===== src/rtl/cpu_types_pkg.sv =====
// Shared CPU-wide types and widths, plus the instruction-cache FSM encoding.
package cpu_types_pkg;

  localparam int WORD_W     = 32;
  localparam int BYTE_OFF_W = 2;

  typedef enum logic {
    ICACHE_IDLE = 1'b0,
    ICACHE_FILL = 1'b1
  } icache_state_t;

endpackage


===== src/rtl/icache_way.sv =====
// One way of the instruction cache: valid, tag and data per set.
// Asynchronous read port for the lookup, synchronous write port for fills.
module icache_way
  import cpu_types_pkg::*;
#(
  parameter int SETS        = 8,
  parameter int BLOCK_WORDS = 2,
  parameter int TAG_W       = 26,
  parameter int IDX_W       = 3,
  parameter int CNT_W       = 1
) (
  input  logic                CLK,
  input  logic                nRST,
  input  logic                flush_all,
  input  logic [IDX_W-1:0]    rd_idx,
  input  logic [CNT_W-1:0]    rd_off,
  output logic                rd_valid,
  output logic [TAG_W-1:0]    rd_tag,
  output logic [WORD_W-1:0]   rd_word,
  input  logic                wr_word_en,
  input  logic                wr_commit,
  input  logic [IDX_W-1:0]    wr_idx,
  input  logic [CNT_W-1:0]    wr_off,
  input  logic [WORD_W-1:0]   wr_data,
  input  logic [TAG_W-1:0]    wr_tag
);

  typedef struct packed {
    logic                              valid;
    logic [TAG_W-1:0]                  tag;
    logic [BLOCK_WORDS-1:0][WORD_W-1:0] data;
  } line_t;

  line_t lines [SETS];

  // Combinational read of the addressed line and word.
  always_comb begin
    rd_valid = lines[rd_idx].valid;
    rd_tag   = lines[rd_idx].tag;
    rd_word  = lines[rd_idx].data[rd_off];
  end

  // Fill writes; flush_all overrides the valid set of a committing line.
  always_ff @(posedge CLK or negedge nRST) begin
    if (!nRST) begin
      for (int i = 0; i < SETS; i++) lines[i] <= '0;
    end else begin
      if (wr_word_en) lines[wr_idx].data[wr_off] <= wr_data;
      if (wr_commit)  lines[wr_idx].tag <= wr_tag;
      if (flush_all) begin
        for (int i = 0; i < SETS; i++) lines[i].valid <= 1'b0;
      end else if (wr_commit) begin
        lines[wr_idx].valid <= 1'b1;
      end
    end
  end

endmodule


===== src/rtl/icache_assoc.sv =====
// Set-associative, multi-word-block instruction cache with round-robin
// replacement, non-abortable fills and whole-cache flush.
//
// Memory handshake: iREN is the request (held high for the whole fill),
// iwait is the inverse of ready. A word transfers on every rising edge where
// iREN=1 and iwait=0; iaddr only advances on such edges and iload is sampled
// only then. iREN/iaddr come from registered state only.
module icache_assoc
  import cpu_types_pkg::*;
#(
  parameter int SETS        = 8,
  parameter int WAYS        = 2,
  parameter int BLOCK_WORDS = 2
) (
  input  logic               CLK,
  input  logic               nRST,
  input  logic               flush,
  input  logic               imemREN,
  input  logic [WORD_W-1:0]  imemaddr,
  output logic               ihit,
  output logic [WORD_W-1:0]  imemload,
  output logic               iREN,
  output logic [WORD_W-1:0]  iaddr,
  input  logic               iwait,
  input  logic [WORD_W-1:0]  iload,
  output logic               state_dbg
);

  localparam int OFF_W = $clog2(BLOCK_WORDS);
  localparam int CNT_W = (OFF_W > 0) ? OFF_W : 1;
  localparam int IDX_W = $clog2(SETS);
  localparam int TAG_W = WORD_W - BYTE_OFF_W - OFF_W - IDX_W;
  localparam int WAY_W = (WAYS > 1) ? $clog2(WAYS) : 1;
  localparam logic [WORD_W-1:0] BLK_MASK = WORD_W'(BLOCK_WORDS * 4 - 1);

  icache_state_t state_q, state_d;
  logic [CNT_W-1:0]  counter_q;
  logic [WORD_W-1:0] miss_addr_q;
  logic [WAY_W-1:0]  victim_q, victim;
  logic              flush_pending_q;
  logic [WAY_W-1:0]  ptr_q [SETS];

  logic [IDX_W-1:0]  req_idx, fill_idx;
  logic [TAG_W-1:0]  req_tag, fill_tag;
  logic [CNT_W-1:0]  req_off;
  logic [WAYS-1:0]   way_valid, way_match;
  logic [TAG_W-1:0]  way_tag  [WAYS];
  logic [WORD_W-1:0] way_word [WAYS];
  logic [WORD_W-1:0] hit_word;
  logic              start_fill, flush_all, wr_word, fill_done;

  assign req_idx  = IDX_W'(imemaddr >> (BYTE_OFF_W + OFF_W));
  assign req_tag  = TAG_W'(imemaddr >> (BYTE_OFF_W + OFF_W + IDX_W));
  assign req_off  = CNT_W'((imemaddr >> BYTE_OFF_W) & WORD_W'(BLOCK_WORDS - 1));
  assign fill_idx = IDX_W'(miss_addr_q >> (BYTE_OFF_W + OFF_W));
  assign fill_tag = TAG_W'(miss_addr_q >> (BYTE_OFF_W + OFF_W + IDX_W));

  assign wr_word   = (state_q == ICACHE_FILL) && !iwait;
  assign fill_done = wr_word && (counter_q == CNT_W'(BLOCK_WORDS - 1));
  assign iREN      = (state_q == ICACHE_FILL);
  assign iaddr     = iREN ? (miss_addr_q | (WORD_W'(counter_q) << BYTE_OFF_W)) : '0;
  assign state_dbg = state_q;

  for (genvar g = 0; g < WAYS; g++) begin : g_way
    icache_way #(
      .SETS(SETS), .BLOCK_WORDS(BLOCK_WORDS),
      .TAG_W(TAG_W), .IDX_W(IDX_W), .CNT_W(CNT_W)
    ) u_way (
      .CLK        (CLK),
      .nRST       (nRST),
      .flush_all  (flush_all),
      .rd_idx     (req_idx),
      .rd_off     (req_off),
      .rd_valid   (way_valid[g]),
      .rd_tag     (way_tag[g]),
      .rd_word    (way_word[g]),
      .wr_word_en (wr_word && (victim_q == WAY_W'(g))),
      .wr_commit  (fill_done && (victim_q == WAY_W'(g))),
      .wr_idx     (fill_idx),
      .wr_off     (counter_q),
      .wr_data    (iload),
      .wr_tag     (fill_tag)
    );
  end

  // Parallel tag compare and one-hot OR mux of the matching way's word.
  always_comb begin
    hit_word = '0;
    for (int w = 0; w < WAYS; w++) begin
      way_match[w] = way_valid[w] && (way_tag[w] == req_tag);
      if (way_match[w]) hit_word = hit_word | way_word[w];
    end
  end

  // Victim: lowest invalid way, else the set's round-robin pointer.
  always_comb begin
    victim = ptr_q[req_idx];
    for (int w = WAYS - 1; w >= 0; w--) begin
      if (!way_valid[w]) victim = WAY_W'(w);
    end
  end

  // Next state, hit outputs and flush decode.
  always_comb begin
    state_d    = state_q;
    ihit       = 1'b0;
    imemload   = '0;
    start_fill = 1'b0;
    flush_all  = 1'b0;
    case (state_q)
      ICACHE_IDLE: begin
        if (flush) begin
          flush_all = 1'b1;
        end else if (imemREN) begin
          if (|way_match) begin
            ihit     = 1'b1;
            imemload = hit_word;
          end else begin
            start_fill = 1'b1;
            state_d    = ICACHE_FILL;
          end
        end
      end
      ICACHE_FILL: begin
        if (fill_done) begin
          state_d   = ICACHE_IDLE;
          flush_all = flush_pending_q || flush;
        end
      end
      default: state_d = ICACHE_IDLE;
    endcase
  end

  // FSM state, miss latch, word counter and deferred flush.
  always_ff @(posedge CLK or negedge nRST) begin
    if (!nRST) begin
      state_q         <= ICACHE_IDLE;
      counter_q       <= '0;
      miss_addr_q     <= '0;
      victim_q        <= '0;
      flush_pending_q <= 1'b0;
    end else begin
      state_q <= state_d;
      if (start_fill) begin
        miss_addr_q <= imemaddr & ~BLK_MASK;
        victim_q    <= victim;
        counter_q   <= '0;
      end else if (wr_word) begin
        counter_q <= fill_done ? '0 : counter_q + CNT_W'(1);
      end
      if (fill_done)                          flush_pending_q <= 1'b0;
      else if (state_q == ICACHE_FILL && flush) flush_pending_q <= 1'b1;
    end
  end

  // Round-robin pointer advances when a fill completes in that set.
  always_ff @(posedge CLK or negedge nRST) begin
    if (!nRST) begin
      for (int s = 0; s < SETS; s++) ptr_q[s] <= '0;
    end else if (fill_done) begin
      ptr_q[fill_idx] <= (ptr_q[fill_idx] == WAY_W'(WAYS - 1)) ? '0
                                                              : ptr_q[fill_idx] + WAY_W'(1);
    end
  end

endmodule

===== config.mk =====
export PLATFORM = sky130hd
export DESIGN_NAME = icache_assoc
export DESIGN_NICKNAME = d
export VERILOG_FILES = /design/src/rtl/cpu_types_pkg.sv /design/src/rtl/icache_way.sv /design/src/rtl/icache_assoc.sv
export SDC_FILE = /design/constraint.sdc
export NUM_CORES = 2
export LEC_CHECK = 0
export ABC_AREA = 1
export CELL_PAD_IN_SITES_DETAIL_PLACEMENT = 0
export CELL_PAD_IN_SITES_GLOBAL_PLACEMENT = 1
export CORE_ASPECT_RATIO = 0.75
export CORE_MARGIN = 5
export CORE_UTILIZATION = 35
export DETAILED_ROUTE_END_ITERATION = 10
export PLACE_DENSITY_LB_ADDON = 0.1
export SYNTH_ARGS = -nofsm -noshare
export SYNTH_HDL_FRONTEND = slang
export SYNTH_SLANG_ARGS = --single-unit

===== constraint.sdc =====
create_clock -name CLK -period 4 [get_ports CLK]
set_input_delay 0.8 -clock CLK [delete_from_list [all_inputs] [get_ports CLK]]
set_output_delay 0.8 -clock CLK [all_outputs]
set_load 0.005 [all_outputs]

* Word-level counts from Yosys, hierarchy flattened
Cells that the tools add are included.
** Cells by class
- Add/sub/neg operators :: 2
- $mul :: 0
- Divide/modulo/power cells :: 0
- Magnitude comparators :: 6
- Eq/ne operators :: 2
- Shifts and indexed selects :: 0
- Multiplexer cells :: 99
- Bitwise logic cells :: 6
- Reduce and logical (&&, ||, !) cells :: 16
** Operator list (number)
- 728-bit bitwise mux :: 6
- 728-bit two-way mux :: 6
- 90-bit two-way mux :: 17
- 91-bit demux with 3-bit select :: 3
- 91-bit binary-select mux with 3-bit select :: 2
- 91-bit two-way mux :: 5
- 32-bit two-way mux :: 12
- 64-bit two-way mux :: 1
- 26-bit equality test :: 2
- 1-bit two-way mux :: 40
- 32-bit demux with 1-bit select :: 1
- 32-bit by 3-bit bitwise OR with 32-bit output :: 1
- 32-bit bitwise OR :: 1
- 1-bit logical AND :: 11
- 8-bit bitwise mux :: 1
- 4-bit greater-or-equal comparator, second input constant :: 2
- 3-bit inverter with 4-bit output :: 2
- 1-bit binary-select mux with 3-bit select :: 2
- 1-bit by 2-bit < comparator with 1-bit output, second input constant :: 2
- 4-bit by 1-bit < comparator with 1-bit output, second input constant :: 1
- 1-bit case mux with 2 select lines :: 2
- 2-bit nonzero test :: 2
- 1-bit demux with 3-bit select :: 1
- 1-bit adder, second input constant :: 2
- other kinds (5) :: 6
** Word-level totals
- Flip-flop bits (word level) :: 1497
- Latch bits :: 0
- RAM bits :: 0
- ROM bits :: 0
- Bits of input ports :: 69
- Output and inout port bits :: 67
- Logic and storage cells :: 208
- Memories :: 0

* Logic depth before layout (Yosys ltp)
- Word-level depth :: 13
- Gate-level depth with buffers :: 20
- Depth with buffers taken out :: 17

* Modules after synthesis
Synthesis repeated with hierarchy kept, for this count alone.
** Unflattened totals
- Cell total of the unflattened synthesis :: 9600
- Area total of the unflattened synthesis :: 71979.0 µm²
** By module, submodules not included
- icache_way (g_way[0].u_way) :: instances 1, cells each 4467, area an instance 34011.4 µm², seq. area each 18217.5 µm²
- icache_way (g_way[1].u_way) :: instances 1, cells each 4467, area an instance 33993.9 µm², seq. area each 18217.5 µm²
- icache_assoc :: instances 1, cells each 666, area an instance 3973.8 µm², seq. area each 1026.0 µm²

* Worst setup path before layout
No wires, ideal clock.
- Path kind :: in2out
- Start :: in imemaddr[5]
- End :: out imemload[22]
- Data arrival time :: 2427 ps
- Required time :: 3200 ps
- Path slack :: 773 ps
- Stages on the path :: 13
- Path buffers :: 4
- Path through :: buf_2 clkinv_1 buf_2 clkbuf_1 nand3_1 nand3_1 nand3_1 nor2_1 nand3_1 nor2_4 buf_4 nand2_1 a21oi_1
** Between the ends
- Word-level cells in the longest chain between the ends :: 13
- Elaborated cells between the ends (all ways) :: 23
- Classes of those cells :: eq/ne: 2; mux: 16; bitwise: 2; reduce/logical: 3
** Ends and longest elaborated chain
- from (decl) :: line icache_assoc.sv:19 : input logic [WORD_W-1:0] imemaddr,
- 3-bit inverter with 4-bit output (implied by the code) * :: line icache_way.sv:38, icache_way.sv:39, icache_way.sv:40
- 91-bit binary-select mux with 3-bit select :: line icache_way.sv:38, icache_way.sv:39, icache_way.sv:40
- 91-bit two-way mux (implied by the code) :: line icache_way.sv:39 : rd_tag = lines[rd_idx].tag;
- 91-bit two-way mux (implied by the code) :: line icache_way.sv:40 : rd_word = lines[rd_idx].data[rd_off];
- 26-bit equality test or 32-bit two-way mux (tied branches) :: line icache_assoc.sv:90, icache_way.sv:40
- 1-bit logical AND or 32-bit two-way mux (tied branches) :: line icache_assoc.sv:90, icache_way.sv:40
- 32-bit two-way mux :: line icache_assoc.sv:91 : if (way_match[w]) hit_word = hit_word | way_word[w];
- 32-bit bitwise OR :: line icache_assoc.sv:91
- 32-bit two-way mux :: line icache_assoc.sv:91
- 32-bit two-way mux * :: line icache_assoc.sv:115 : if (|way_match) begin
- 32-bit two-way mux * :: line icache_assoc.sv:114 : end else if (imemREN) begin
- 32-bit two-way mux * :: line icache_assoc.sv:112 : if (flush) begin
- 32-bit two-way mux * :: line icache_assoc.sv:110 : case (state_q)
- to (decl) :: line icache_assoc.sv:21 : output logic [WORD_W-1:0] imemload,
Mark *: on every way between the ends. The rest lies on a longest branch, timed or not. The select of a mux whose other input is x is not followed.

* Worst setup path after layout
- Start :: in imemaddr[4]
- End :: out imemload[17]
Same word-level chain as after synthesis.

==> results.ini <==
[run_status]
status = complete, but fails checks
violations = setup timing

[placement]
io_buffers = 131
routabilityCongestion = 0.862
post_dp_cell_area_sq_um = 75400
dp.cells = 10900
hpwl_microns = 159000

[synth]
ys_types = 33
synth-compound-area-share = 0.188
netlist_area_sq_um = 68600
yosysWarnings = 0
netlist_instances = 8509
synth_top_area_frac = 0.546
synth_edf_count = 0
synth_top_family_by_area = simple AND/OR/NAND/NOR gates
yosys.area.top_type = dfrtp_1
synth_fa_ha_area_frac = 0
synth_common_cells = nand2_1 (2243), o21ai_0 (1849), dfrtp_1 (1497)
synthSimpleGateAreaFrac = 0.201
synth-xor-area-share = 0
synth_ff_type = dfrtp_1
ys_ff_latch = 1497
syn_area_per_cell_sq_um = 8.06
synth_mux_area_frac = 0
synth-async-reset-ratio = 1.00
yosysSeqAreaShare = 0.546
synth.area.top_cells = dfrtp_1 (55%), o21ai_0 (13%), nand2_1 (12%)
post-synth-top-count-cell = nand2_1

[critical_path]
cp_top_family = buffers and inverters
slowest_delay_ns = 0.25
arrival_ns = 3.44
crit_path_frequent_cell = buf_12
path_max_fanout = 7
crit_chain = buf_16, buf_12, buf_12, buf_12, nor2_4, o21ai_2, nand3_1, nand2_1, nand2_1, nand4_1, nor2_2, nand3_4, nor2_4, buf_12, buf_12, buf_8, buf_6, buf_6, nand2_4, a21oi_2, buf_2
slowest_stage = nor2_2
critPathLaunchType = input pin
crit_type = in -> out
worstPathRequired_ns = 3.20
endpoint_kind = primary output
path_buf_inv = 10

[clock_tree]
cts-htree-levels = 4
cts_buffer_depth = 3
clkLatencyLatePin_ns = 0.82
cts_buffers = 164
root_buffer = clkbuf_16
clk_pin_slew_worst_paths_ns = 0.06
clkSinkCount = 1497
cts_tree = done

[sta]
tns_ns = -4.23
min_period_ns = 4.24
timing.slew.headroom = 0.219
hold_viol_final = 0
worstMarginPinSlew_ns = 1.17
rsz0062_at_grt = yes
fmax_ghz = 0.236
finalMaxSlewViolations = 0
fin_crit_sh = 1.06
setup_viol = 33
setup_ws_ns = -0.242
finalClockSkew_ns = 0.0361

[power_and_ir_drop]
clkPwrFrac = 0.307
leakagePower_nw = 38.2
internal-power_mw = 34.5
power_frac_seq = 0.454
cellPowerDensity_nw_per_um2 = 623
ir_drop_mv = 0.493
switching_share = 0.333
power_mw = 51.7
power_frac_comb = 0.239
switchingPower_mw = 17.2

[cells_and_area]
fin_area_sq_um = 82900
drive_above_1_share = 0.115
area_delta_synth_final_pct = 20.9
final_nets = 8633
post-route-util = 0.426
instances_no_fill = 11300

[detailed_routing]
drt_iter0_drc = 6043
drc_errors = 0
final_antenna_net_count = 0
drtPass1Iterations = 6
drt-total-wl_microns = 272000
vias_per_cell = 5.31
vias = 60100
wl_per_cell_microns = 24.0

[global_routing]
grt_pass1_vias = 57500
grt_max_degree = 145
grt_use_total = 0.260
grt_pass1_wl_microns = 404000
grt-ovfl-total = 0
grt_antenna_before_repair = 7

[job]
maxCapViolCount = 0

[floorplan]
die_w_microns = 521
boundaryPins = 136
fp-row-count = 140
die_h_microns = 393
initial_utilization = 0.353
coreArea_sq_um = 195000
die-area_sq_um = 205000

[worst_hold_path]
min_path_type = reg -> reg

metal layers:
metal,share of wire,track usage,wire [microns],up-vias
li1,-,-,-,28300
met1,0.49,0.404,134000,29900
met2,0.42,0.378,115000,1653
met3,0.059,0.0400,16100,318
met4,0.025,0.0548,6770,0
met5,0,0,0,-
tightest hold or removal path: cells and delay by family, from the launching register on:
kind,cells,cell delay (ns)
flip-flops,1,0.34
AND/OR/NAND/NOR,1,0.05
AO/OA/AOI/OAI,1,0.05
registers in the layout, summed over array words and instances (netlist names):
register and count:
g_way.u_way.lines 1456, victim_q 1, counter_q 1, iREN 1, miss_addr_q 29, flush_pending_q 1
ptr_q 8
layout make-up:
cell class              instances  area [sq um]
fillers                     19600        112000
inverters                     401          1560
clock buffers                 248          4880
flip-flops and latches       1497         37500
multi-input cells            5870         27700
repair inverters                4          48.8
clock inverters                53           718
diodes                          6          15.0
well taps                    2627          3290
repair buffers                626          7290
repair_timing:
item,in CTS,in global routing
hold endpoints to repair,37,0
pin swaps,17,51
hold buffers,1,0
endpoints found under the setup margin,33,33
gates cloned,17,6
setup buffers,33,24
resized for setup,252,145
path summary, 6_finish.rpt:
path                       cells after the start                               endpoint  slack, ns                             startpoint
setup / recovery                              21                           imemload[17]      -0.24                            imemaddr[4]
hold / removal                                 2  g_way[0].u_way.lines[408]$_DFFE_PN0P_       0.47  g_way[0].u_way.lines[408]$_DFFE_PN0P_
setup reg to reg                               8  g_way[1].u_way.lines[319]$_DFFE_PN0P_       1.03             miss_addr_q[5]$_DFFE_PN0P_
hold reg to reg                                2  g_way[0].u_way.lines[408]$_DFFE_PN0P_       0.47  g_way[0].u_way.lines[408]$_DFFE_PN0P_
max in group asynchronous                      4  g_way[0].u_way.lines[140]$_DFFE_PN0P_       2.08                                   nRST
min in group asynchronous                      2  g_way[1].u_way.lines[396]$_DFFE_PN0P_       0.57                                   nRST
layout by cell type, fill, tap and decap left out, types with 141 or more instances in the layout:
| cell type | count |
|---|---|
| nor2_1 | 779 |
| clkbuf_16 | 170 |
| dfrtp_1 | 1497 |
| nand3_1 | 342 |
| inv_1 | 395 |
| nand2_1 | 2153 |
| buf_4 | 302 |
| o221ai_1 | 214 |
| buf_12 | 141 |
| a21oi_1 | 193 |
| o21ai_0 | 1841 |
stage by stage:
step	hold WS, ns	worst slack, ns
2_1_floorplan	0.448	0.773
3_3_place_gp	0.460	-0.845
3_5_place_dp	0.467	-0.870
4_1_cts	0.482	-0.426
5_1_grt	0.496	-0.280
6_report	0.475	-0.242
logic make-up (layout without fill, tap and decap cells):
family / count (synthesis) / after routing
AO/OA/AOI/OAI: 2371 / 2371
buffers and inverters: 1143 / 1332
flip-flops: 1497 / 1497
other: 1 / 8
AND/OR/NAND/NOR: 3497 / 3497
power by group through the flow:
stage / Sequential, mW / Clock, mW / Combinational, mW
detailed placement: 23.6 / 0 / 12.1
global placement: 23.5 / 0 / 11.8
global route: 24.1 / 16.9 / 14.2
floorplan: 22.8 / 0 / 7.83
CTS: 23.4 / 16.3 / 12.3
finish: 23.5 / 15.9 / 12.3
Note: power is estimated with default switching activity, not from simulation.
